--- config.mk ---
export PLATFORM = sky130hd
export DESIGN_NAME = cpu_clock_ctrl
export DESIGN_NICKNAME = d
export VERILOG_FILES = /design/src/rtl/cpu_clock_ctrl_pkg.sv /design/src/rtl/cpu_clock_ctrl_debounce.sv /design/src/rtl/cpu_clock_ctrl.sv
export SDC_FILE = /design/constraint.sdc
export NUM_CORES = 1
export LEC_CHECK = 0
export ABC_AREA = 1
export CAP_MARGIN = 15
export CORE_ASPECT_RATIO = 1.2
export CORE_MARGIN = 2
export CORE_UTILIZATION = 25
export DETAILED_ROUTE_END_ITERATION = 8
export GPL_TIMING_DRIVEN = 0
export PLACE_DENSITY = 0.51
export SLEW_MARGIN = 25
export SYNTH_ARGS = -nofsm -noshare
export SYNTH_HDL_FRONTEND = slang
export SYNTH_SLANG_ARGS = --single-unit
--- constraint.sdc ---
create_clock -name clk -period 4.2 [get_ports clk]
set_input_delay 0.84 -clock clk [delete_from_list [all_inputs] [get_ports clk]]
set_output_delay 0.84 -clock clk [all_outputs]
set_load 0.03 [all_outputs]
--- src/rtl/cpu_clock_ctrl_pkg.sv ---
// Shared CPU definitions: run-mode encodings and the board defaults
// for the CPU clock controller.
package cpu_clock_ctrl_pkg;

   typedef enum logic [1:0] {
      MODE_HALT = 2'b00,
      MODE_RUN  = 2'b01,
      MODE_STEP = 2'b10
   } mode_e;

   localparam int DEFAULT_DIV_C     = 5000000;
   localparam int DEBOUNCE_CYCLES_C = 270000;

   // The spare encoding 2'b11 is treated as HALT.
   function automatic mode_e decode_mode(input logic [1:0] m);
      case (m)
         2'b01:   return MODE_RUN;
         2'b10:   return MODE_STEP;
         default: return MODE_HALT;
      endcase
   endfunction

endpackage

--- src/rtl/cpu_clock_ctrl_debounce.sv ---
// Step-button conditioner: two-flop synchroniser followed by a run-length
// debouncer with a registered level output (button is active-low).
module debounce
   import cpu_clock_ctrl_pkg::*;
#(
   parameter int DEBOUNCE_CYCLES = DEBOUNCE_CYCLES_C
) (
   input  logic clk,
   input  logic reset,
   input  logic btn_raw,
   output logic btn_db,
   output logic btn_armed
);

   localparam int RUN_W = $clog2(DEBOUNCE_CYCLES + 1);

   logic [1:0]       sync_q, sync_d;
   logic             samp_q, samp_d;
   logic [RUN_W-1:0] run_q, run_d;
   logic             db_q, db_d;
   logic             armed_q, armed_d;
   logic             s;

   assign s = sync_q[1];

   always_comb begin
      sync_d  = {sync_q[0], btn_raw};
      samp_d  = s;
      run_d   = run_q;
      db_d    = db_q;
      armed_d = armed_q;
      if (s != samp_q) begin
         run_d = RUN_W'(1);
      end else if (run_q < RUN_W'(DEBOUNCE_CYCLES)) begin
         run_d = run_q + RUN_W'(1);
      end
      // Presses are only trusted once a full released run has been seen since reset,
      // so a button held through reset cannot produce a press on release of reset.
      if (run_d == RUN_W'(DEBOUNCE_CYCLES)) begin
         db_d = s;
         if (s) armed_d = 1'b1;
      end
   end

   always_ff @(posedge clk) begin
      if (!reset) begin
         sync_q  <= 2'b11;
         samp_q  <= 1'b1;
         run_q   <= '0;
         db_q    <= 1'b1;
         armed_q <= 1'b0;
      end else begin
         sync_q  <= sync_d;
         samp_q  <= samp_d;
         run_q   <= run_d;
         db_q    <= db_d;
         armed_q <= armed_d;
      end
   end

   assign btn_db    = db_q;
   assign btn_armed = armed_q;

endmodule

--- src/rtl/cpu_clock_ctrl.sv ---
// CPU clock-enable generator: one-cycle tick pulses from a programmable
// divider in RUN, or one per debounced button press in STEP.
module cpu_clock_ctrl
   import cpu_clock_ctrl_pkg::*;
#(
   parameter int DIV_WIDTH       = 24,
   parameter int DEFAULT_DIV     = DEFAULT_DIV_C,
   parameter int DEBOUNCE_CYCLES = DEBOUNCE_CYCLES_C,
   parameter int CNT_WIDTH       = 32
) (
   input  logic                 clk,
   input  logic                 reset,
   input  logic                 enable,
   input  logic [1:0]           mode,
   input  logic                 div_load,
   input  logic [DIV_WIDTH-1:0] div_value,
   input  logic                 step_btn,
   output logic                 tick,
   output logic [CNT_WIDTH-1:0] tick_count,
   output logic [DIV_WIDTH-1:0] div_cur
);

   mode_e                mode_q, mode_d, mode_in;
   logic [DIV_WIDTH-1:0] div_q, div_d;
   logic [DIV_WIDTH-1:0] cnt_q, cnt_d;
   logic [DIV_WIDTH-1:0] div_eff;
   logic [CNT_WIDTH-1:0] tcnt_q, tcnt_d;
   logic                 db_prev_q, db_prev_d;
   logic                 step_pend_q, step_pend_d;
   logic                 btn_db, btn_armed;
   logic                 run_act, step_act, run_tick, press;

   debounce #(
      .DEBOUNCE_CYCLES(DEBOUNCE_CYCLES)
   ) u_debounce (
      .clk      (clk),
      .reset    (reset),
      .btn_raw  (step_btn),
      .btn_db   (btn_db),
      .btn_armed(btn_armed)
   );

   assign mode_in  = decode_mode(mode);
   assign div_eff  = (div_q == '0) ? DIV_WIDTH'(1) : div_q;
   assign run_act  = enable && (mode_q == MODE_RUN);
   assign step_act = enable && (mode_q == MODE_STEP);
   assign run_tick = run_act && (cnt_q == div_eff - DIV_WIDTH'(1));
   assign press    = db_prev_q && !btn_db && btn_armed;
   // Gating with reset aborts a terminal count that coincides with reset.
   assign tick     = reset && (run_tick || (step_pend_q && step_act));

   always_comb begin
      mode_d      = mode_in;
      div_d       = div_load ? div_value : div_q;
      db_prev_d   = btn_db;
      step_pend_d = press && step_act;
      tcnt_d      = tcnt_q;
      cnt_d       = cnt_q;
      if (div_load || (mode_in != mode_q) || !run_act || run_tick) begin
         cnt_d = '0;
      end else begin
         cnt_d = cnt_q + DIV_WIDTH'(1);
      end
      if (tick) tcnt_d = tcnt_q + CNT_WIDTH'(1);
   end

   always_ff @(posedge clk) begin
      if (!reset) begin
         mode_q      <= MODE_HALT;
         div_q       <= DIV_WIDTH'(DEFAULT_DIV);
         cnt_q       <= '0;
         tcnt_q      <= '0;
         db_prev_q   <= 1'b1;
         step_pend_q <= 1'b0;
      end else begin
         mode_q      <= mode_d;
         div_q       <= div_d;
         cnt_q       <= cnt_d;
         tcnt_q      <= tcnt_d;
         db_prev_q   <= db_prev_d;
         step_pend_q <= step_pend_d;
      end
   end

   assign tick_count = tcnt_q;
   assign div_cur    = div_q;

endmodule

---- Word-level counts from Yosys, hierarchy flattened ----
Index checks and enable logic that the tools add are counted.
operators by class
  reduce and logical (&&, ||, !) cells .... 17
  add/subtract/negate cells ............... 4
  multiplexer cells ....................... 4
  order comparisons ....................... 1
  bitwise logic cells ..................... 1
  equal/unequal tests ..................... 8
operator list
  cell                                                 count
  two-way mux 19 bit                                   2
  adder 32 x 1 -> 32 bit, second input constant        1
  adder 24 x 1 -> 24 bit, second input constant        1
  equality test 24 bit                                 1
  logical NOT 24 bit                                   1
  two-way mux 24 bit                                   1
  subtractor 24 x 1 -> 24 bit, second input constant   1
  adder 19 x 1 -> 19 bit, second input constant        1
  equality test 19 bit, second input constant          1
  < comparator 19 bit, second input constant           1
  logical AND 1 bit                                    8
  equality test 2 x 1 -> 1 bit, second input constant  2
  equality test 2 bit, second input constant           2
  logical OR 1 bit                                     4
  one-hot mux 2 bit (2 select lines)                   1
  logical NOT 1 bit                                    2
  inequality test 2 bit                                1
  AND reduction 2 bit                                  1
  OR reduction 2 bit                                   1
  inequality test 1 bit                                1
  NOT 1 bit                                            1
storage, ports and cells
  input port bits ......................... 31
  flip-flop bits (word level) ............. 108
  logic and storage cells ................. 46
  output and inout bits ................... 57

---- Depth between registers and ports, before layout ----
  word-level depth ........................ 7
  depth in mapped cells ................... 25
  gate-level depth less buffers ........... 24

---- Modules after synthesis ----
From an unflattened synthesis, not the netlist that was laid out.
second synthesis, totals
  cell total of the unflattened synthesis .. 1020
  area, all modules ....................... 6523.8 um^2
modules (own cells, without submodules)
  module          sequential area each (um^2)  cells each  times used  area an instance (um^2)
  cpu_clock_ctrl  1681.6                       779         1           5028.6
  debounce        480.5                        241         1           1495.2

---- Least setup slack after synthesis ----
Ideal clock, no wire load.
  path kind ............................... reg2out
  from .................................... register div_q[12], in the netlist div_cur[12]
  to ...................................... output port tick
  setup slack ............................. 0.456 ns
  buffers on the path ..................... 1
  arrival ................................. 2.904 ns
  required time ........................... 3.360 ns
  cell stages (with the launch flop) ...... 22
  cells stage by stage .................... dfxtp_1 > nor2_1 > nand2_1 > nor2_4 > nand3_4 > nand2_2 > inv_2 > ha_1 > nand2_2 > nor2_2 > nand3b_1 > xor2_1 > xnor2_1 > inv_1 > nor2_1 > nand2_1 > nor2_1 > nand3_1 > nand2_4 > buf_6 > nand2_1 > inv_1
between the ends
  word-level cells in the longest chain between the ends .. 7
RTL lines
  what                           RTL line              RTL
  start: declaration             cpu_clock_ctrl.sv:24  logic [DIV_WIDTH-1:0] div_q, div_d;
  start signal: assignment       cpu_clock_ctrl.sv:70  div_q <= DIV_WIDTH'(DEFAULT_DIV);
  start signal: assignment       cpu_clock_ctrl.sv:77  div_q <= div_d;
  logical NOT 24 bit             cpu_clock_ctrl.sv:44  assign div_eff = (div_q == '0) ? DIV_WIDTH'(1) : div_q;
  two-way mux 24 bit *           cpu_clock_ctrl.sv:44
  subtractor 24 x 1 -> 24 bit *  cpu_clock_ctrl.sv:47  assign run_tick = run_act && (cnt_q == div_eff - DIV_WIDTH'(1));
  equality test 24 bit *         cpu_clock_ctrl.sv:47
  logical AND 1 bit *            cpu_clock_ctrl.sv:47
  logical OR 1 bit *             cpu_clock_ctrl.sv:50  assign tick = reset && (run_tick || (step_pend_q && step_act));
  logical AND 1 bit *            cpu_clock_ctrl.sv:50
  end: declaration               cpu_clock_ctrl.sv:18  output logic tick,
Every way passes the cells marked *; elsewhere a longest branch is shown, timed or not.

---- Final worst setup path ----
  from .................................... register div_q[2], in the netlist div_cur[2]
  to ...................................... output port tick
The elaborated chain is that of the path after synthesis.

==> run metrics <==
result of the run complete, no violations; power per cell area 272 nW/µm²; synthesized area 6460 µm²; Final Slew Violations 0; kind of launch point of the worst setup path flip-flop; DRT iter0 DRCs 388; HP Class reg2reg; area growth from synthesis to layout 27.9%; relative slew slack 48.1%; dominant delay contributor by cell family on the critical path simple AND/OR/NAND/NOR gates; CTS root buf clkbuf_16; number of global-route vias before repair 6373; startpoint-to-endpoint class of the critical path reg2out; hold_ws 418 ps; deepest level of the CTS H-tree 3; final setup vio count 0; most common cell after layout, fill and taps aside nand2_1; register-to-register setup slack 780 ps; number of enable-type register cells in the synthesized netlist 0; core box area 25500 µm²; Syn. warnings 0; number of buffers inserted by port buffering 86; Syn Inst Count 1005; clock latency of the later-clocked register in the worst-skew pair 360 ps; count of pins on the block boundary 88; clock tree skew after final layout 13.8 ps; number of distinct library cell variants in the gate-level netlist after synthesis 41; MaxCap Viol Count 0; CP Depth 22; capturing element of the worst setup path tick; Tot Pwr 2.25 mW; data arrival time at the worst-slack endpoint 3140 ps; clk sinks 108; Post-Layout Cell Count 1444; buffers and inverters on the worst path 4; fraction of the yosys area taken by sequential cells 33.5%; transition time at the pin with the least slew margin 778 ps; count of placed standard cells including taps 1421; Fmax achieved 251 MHz; Post-Syn Area per Cell 6.43 µm²; Crit. End Element output port; global placement routability congestion 0.899; hold violation count in the final report 0; most numerous cell on the critical path nand2_4; count of inserted antenna diode cells 0; critical path's slowest cell dfxtp_4; share of the clock period used by the worst path after layout 94.8%; effective utilization at floorplan 25.4%; GR Overflow Total 0; worst reg2reg path depth 25; post-DR wirelength/cell 14.5 µm; count of nets left with antenna violations after detail routing 0; Seq cells post-synth 108; global-route wire length before repair 33500 µm; total routing usage reported by global routing 15.7%; worst reg2reg path endpoint tick_count[8]; largest fanout on the critical path 5; final net count 1144; Hold Path Origin u_debounce.sync_q[0]; number of buffers inserted during clock tree synthesis 9; Synth Net Count 1040; shortest clock period the worst path allows after layout 3980 ps; x dimension of the die 151 µm; Clock Pin Slew Worst Setup and Hold Paths 80 ps; TritonRoute pass-1 iters 6; antenna violations before repair 0; CTS max path bufs 2; startpoint of the most critical setup path div_cur[2]; via density per instance 4.55; slowest cell delay on critical path 380 ps; Total Die Area 27100 µm²; clock tree from TritonCTS built; Die Height 180 µm; number of vias in the routed layout 6566; P_leak 3.16 nW; Synth async-reset ratio 0%; top flip-flop cell by instance count after synthesis dfxtp_1; WP data required 3360 ps; largest net degree at the start of global routing 20; share of cells above drive strength 1 10.3%; post-detailed-routing wire length 20900 µm; launch instance of the worst register-to-register path div_cur[2]; HPWL after detailed placement 16400 µm; most used cells in the layout excluding fill and tap cells nand2_1 (220), nor2_1 (164), inv_1 (127), dfxtp_1 (87), clkdlybuf4s50_1 (85); maximum vdd ir drop 0.000175 V; placement row count 64; crit-path cells nor2_4 > nand2_2 > nor2_4 > nand3_4 > nand2_4 > inv_2 > ha_2 > nand2_4 > inv_2 > nand2_4 > xor2_4 > nor2_1 > nor2_1 > nand2_1 > nor2_1 > nand2_1 > nor2_2 > nand3_2 > nand2_4 > nand2_1 > inv_2 > buf_6; setup_tns 0 ps; number of DRC violations after detailed routing 0
## area by class of cell
cell class,count,area [µm²]
buffer,28,166
inverter,132,495
fill,2859,17200
timing repair buffer,94,922
multi-input combinational,736,3760
clock buffer,10,239
clock inverter,6,56.3
tap,330,413
sequential,108,2210
## report_power, final
group	switching, mW	internal [mW]	total, mW
clock	0.432	0.431	0.863
sequential	0.0357	1.04	1.08
combinational	0.183	0.123	0.306
## per-layer routing
| metal | GRT usage, % | wire length, µm |
|---|---|---|
| met5 | 0 | 0 |
| met4 | 4.97 | 340 |
| met3 | 2.33 | 752 |
| met2 | 27.1 | 10400 |
| met1 | 19.9 | 9470 |
## state kept, by name, summed over array words and instances, names as in the netlist
name / flops
tick_count: 32
cnt_q: 24
div_cur: 24
u_debounce.run_q: 19
mode_q: 2
u_debounce.sync_q: 2
db_prev_q: 1
step_pend_q: 1
u_debounce.btn_armed: 1
u_debounce.btn_db: 1
u_debounce.samp_q: 1
## cell families after synthesis
kind of cell	after synthesis	synth area share, %
flip-flops	108	33.5
AND/OR/NAND/NOR	593	41.0
AO/OA/AOI/OAI	80	6.41
XOR/XNOR	59	8.00
adder cells (fa/ha/maj)	4	0.775
buffers and inverters	161	10.4
## worst min path at each step
stage	slack [ps]	to	depth (start not counted)
after CTS	420	u_debounce.sync_q[1]	1
final	420	u_debounce.sync_q[1]	1
after global routing	450	step_pend_q	2
after global placement	400	u_debounce.sync_q[1]	1
after floorplan	390	u_debounce.sync_q[1]	1
after detailed placement	400	u_debounce.sync_q[1]	1
## through the flow
stage | worst slack [ps] | instance area [µm²] | util, %
floorplan | 456 | 6460 | -
global placement | -785 | 7730 | 30.4
detailed placement | -732 | 7730 | 30.4
CTS | 118 | 8200 | 32.2
global route | -5.20 | 8260 | 32.4
finish | 220 | 8260 | 32.4
## cells in the mapped netlist (2+ instances only)
library cell  number  area share, %
nand3_4            2           0.54
nor2_4             3           0.52
o21ai_1            2           0.15
nor2_1           174             10
inv_2              2           0.12
buf_6              4           0.70
o21ai_0           35            2.7
nand3_1           77            6.0
nor2_2             9           0.87
buf_4              4           0.46
nand2_1          224             13
nand4_1           34            3.3
xnor2_1           15            2.0
clkbuf_1          16           0.93
xor2_1            44            6.0
nor4_1             9           0.87
o211ai_1           2           0.23
or2_2             10           0.97
dfxtp_1          108             33
ha_1               4           0.77
nor3_1            30            2.3
and2_1             4           0.39
nand2_2            5           0.48
buf_2              2           0.15
inv_1            129            7.5
a21oi_1           38            2.9
nand3b_1           5           0.58
## timing repair
action                                  CTS  global route
pin swaps                                10             4
buffers inserted                          8             0
endpoints found under the setup margin    1             1
hold buffers                              0             0
gates resized for setup                  52            19
Power figures use the tool's default switching activity.
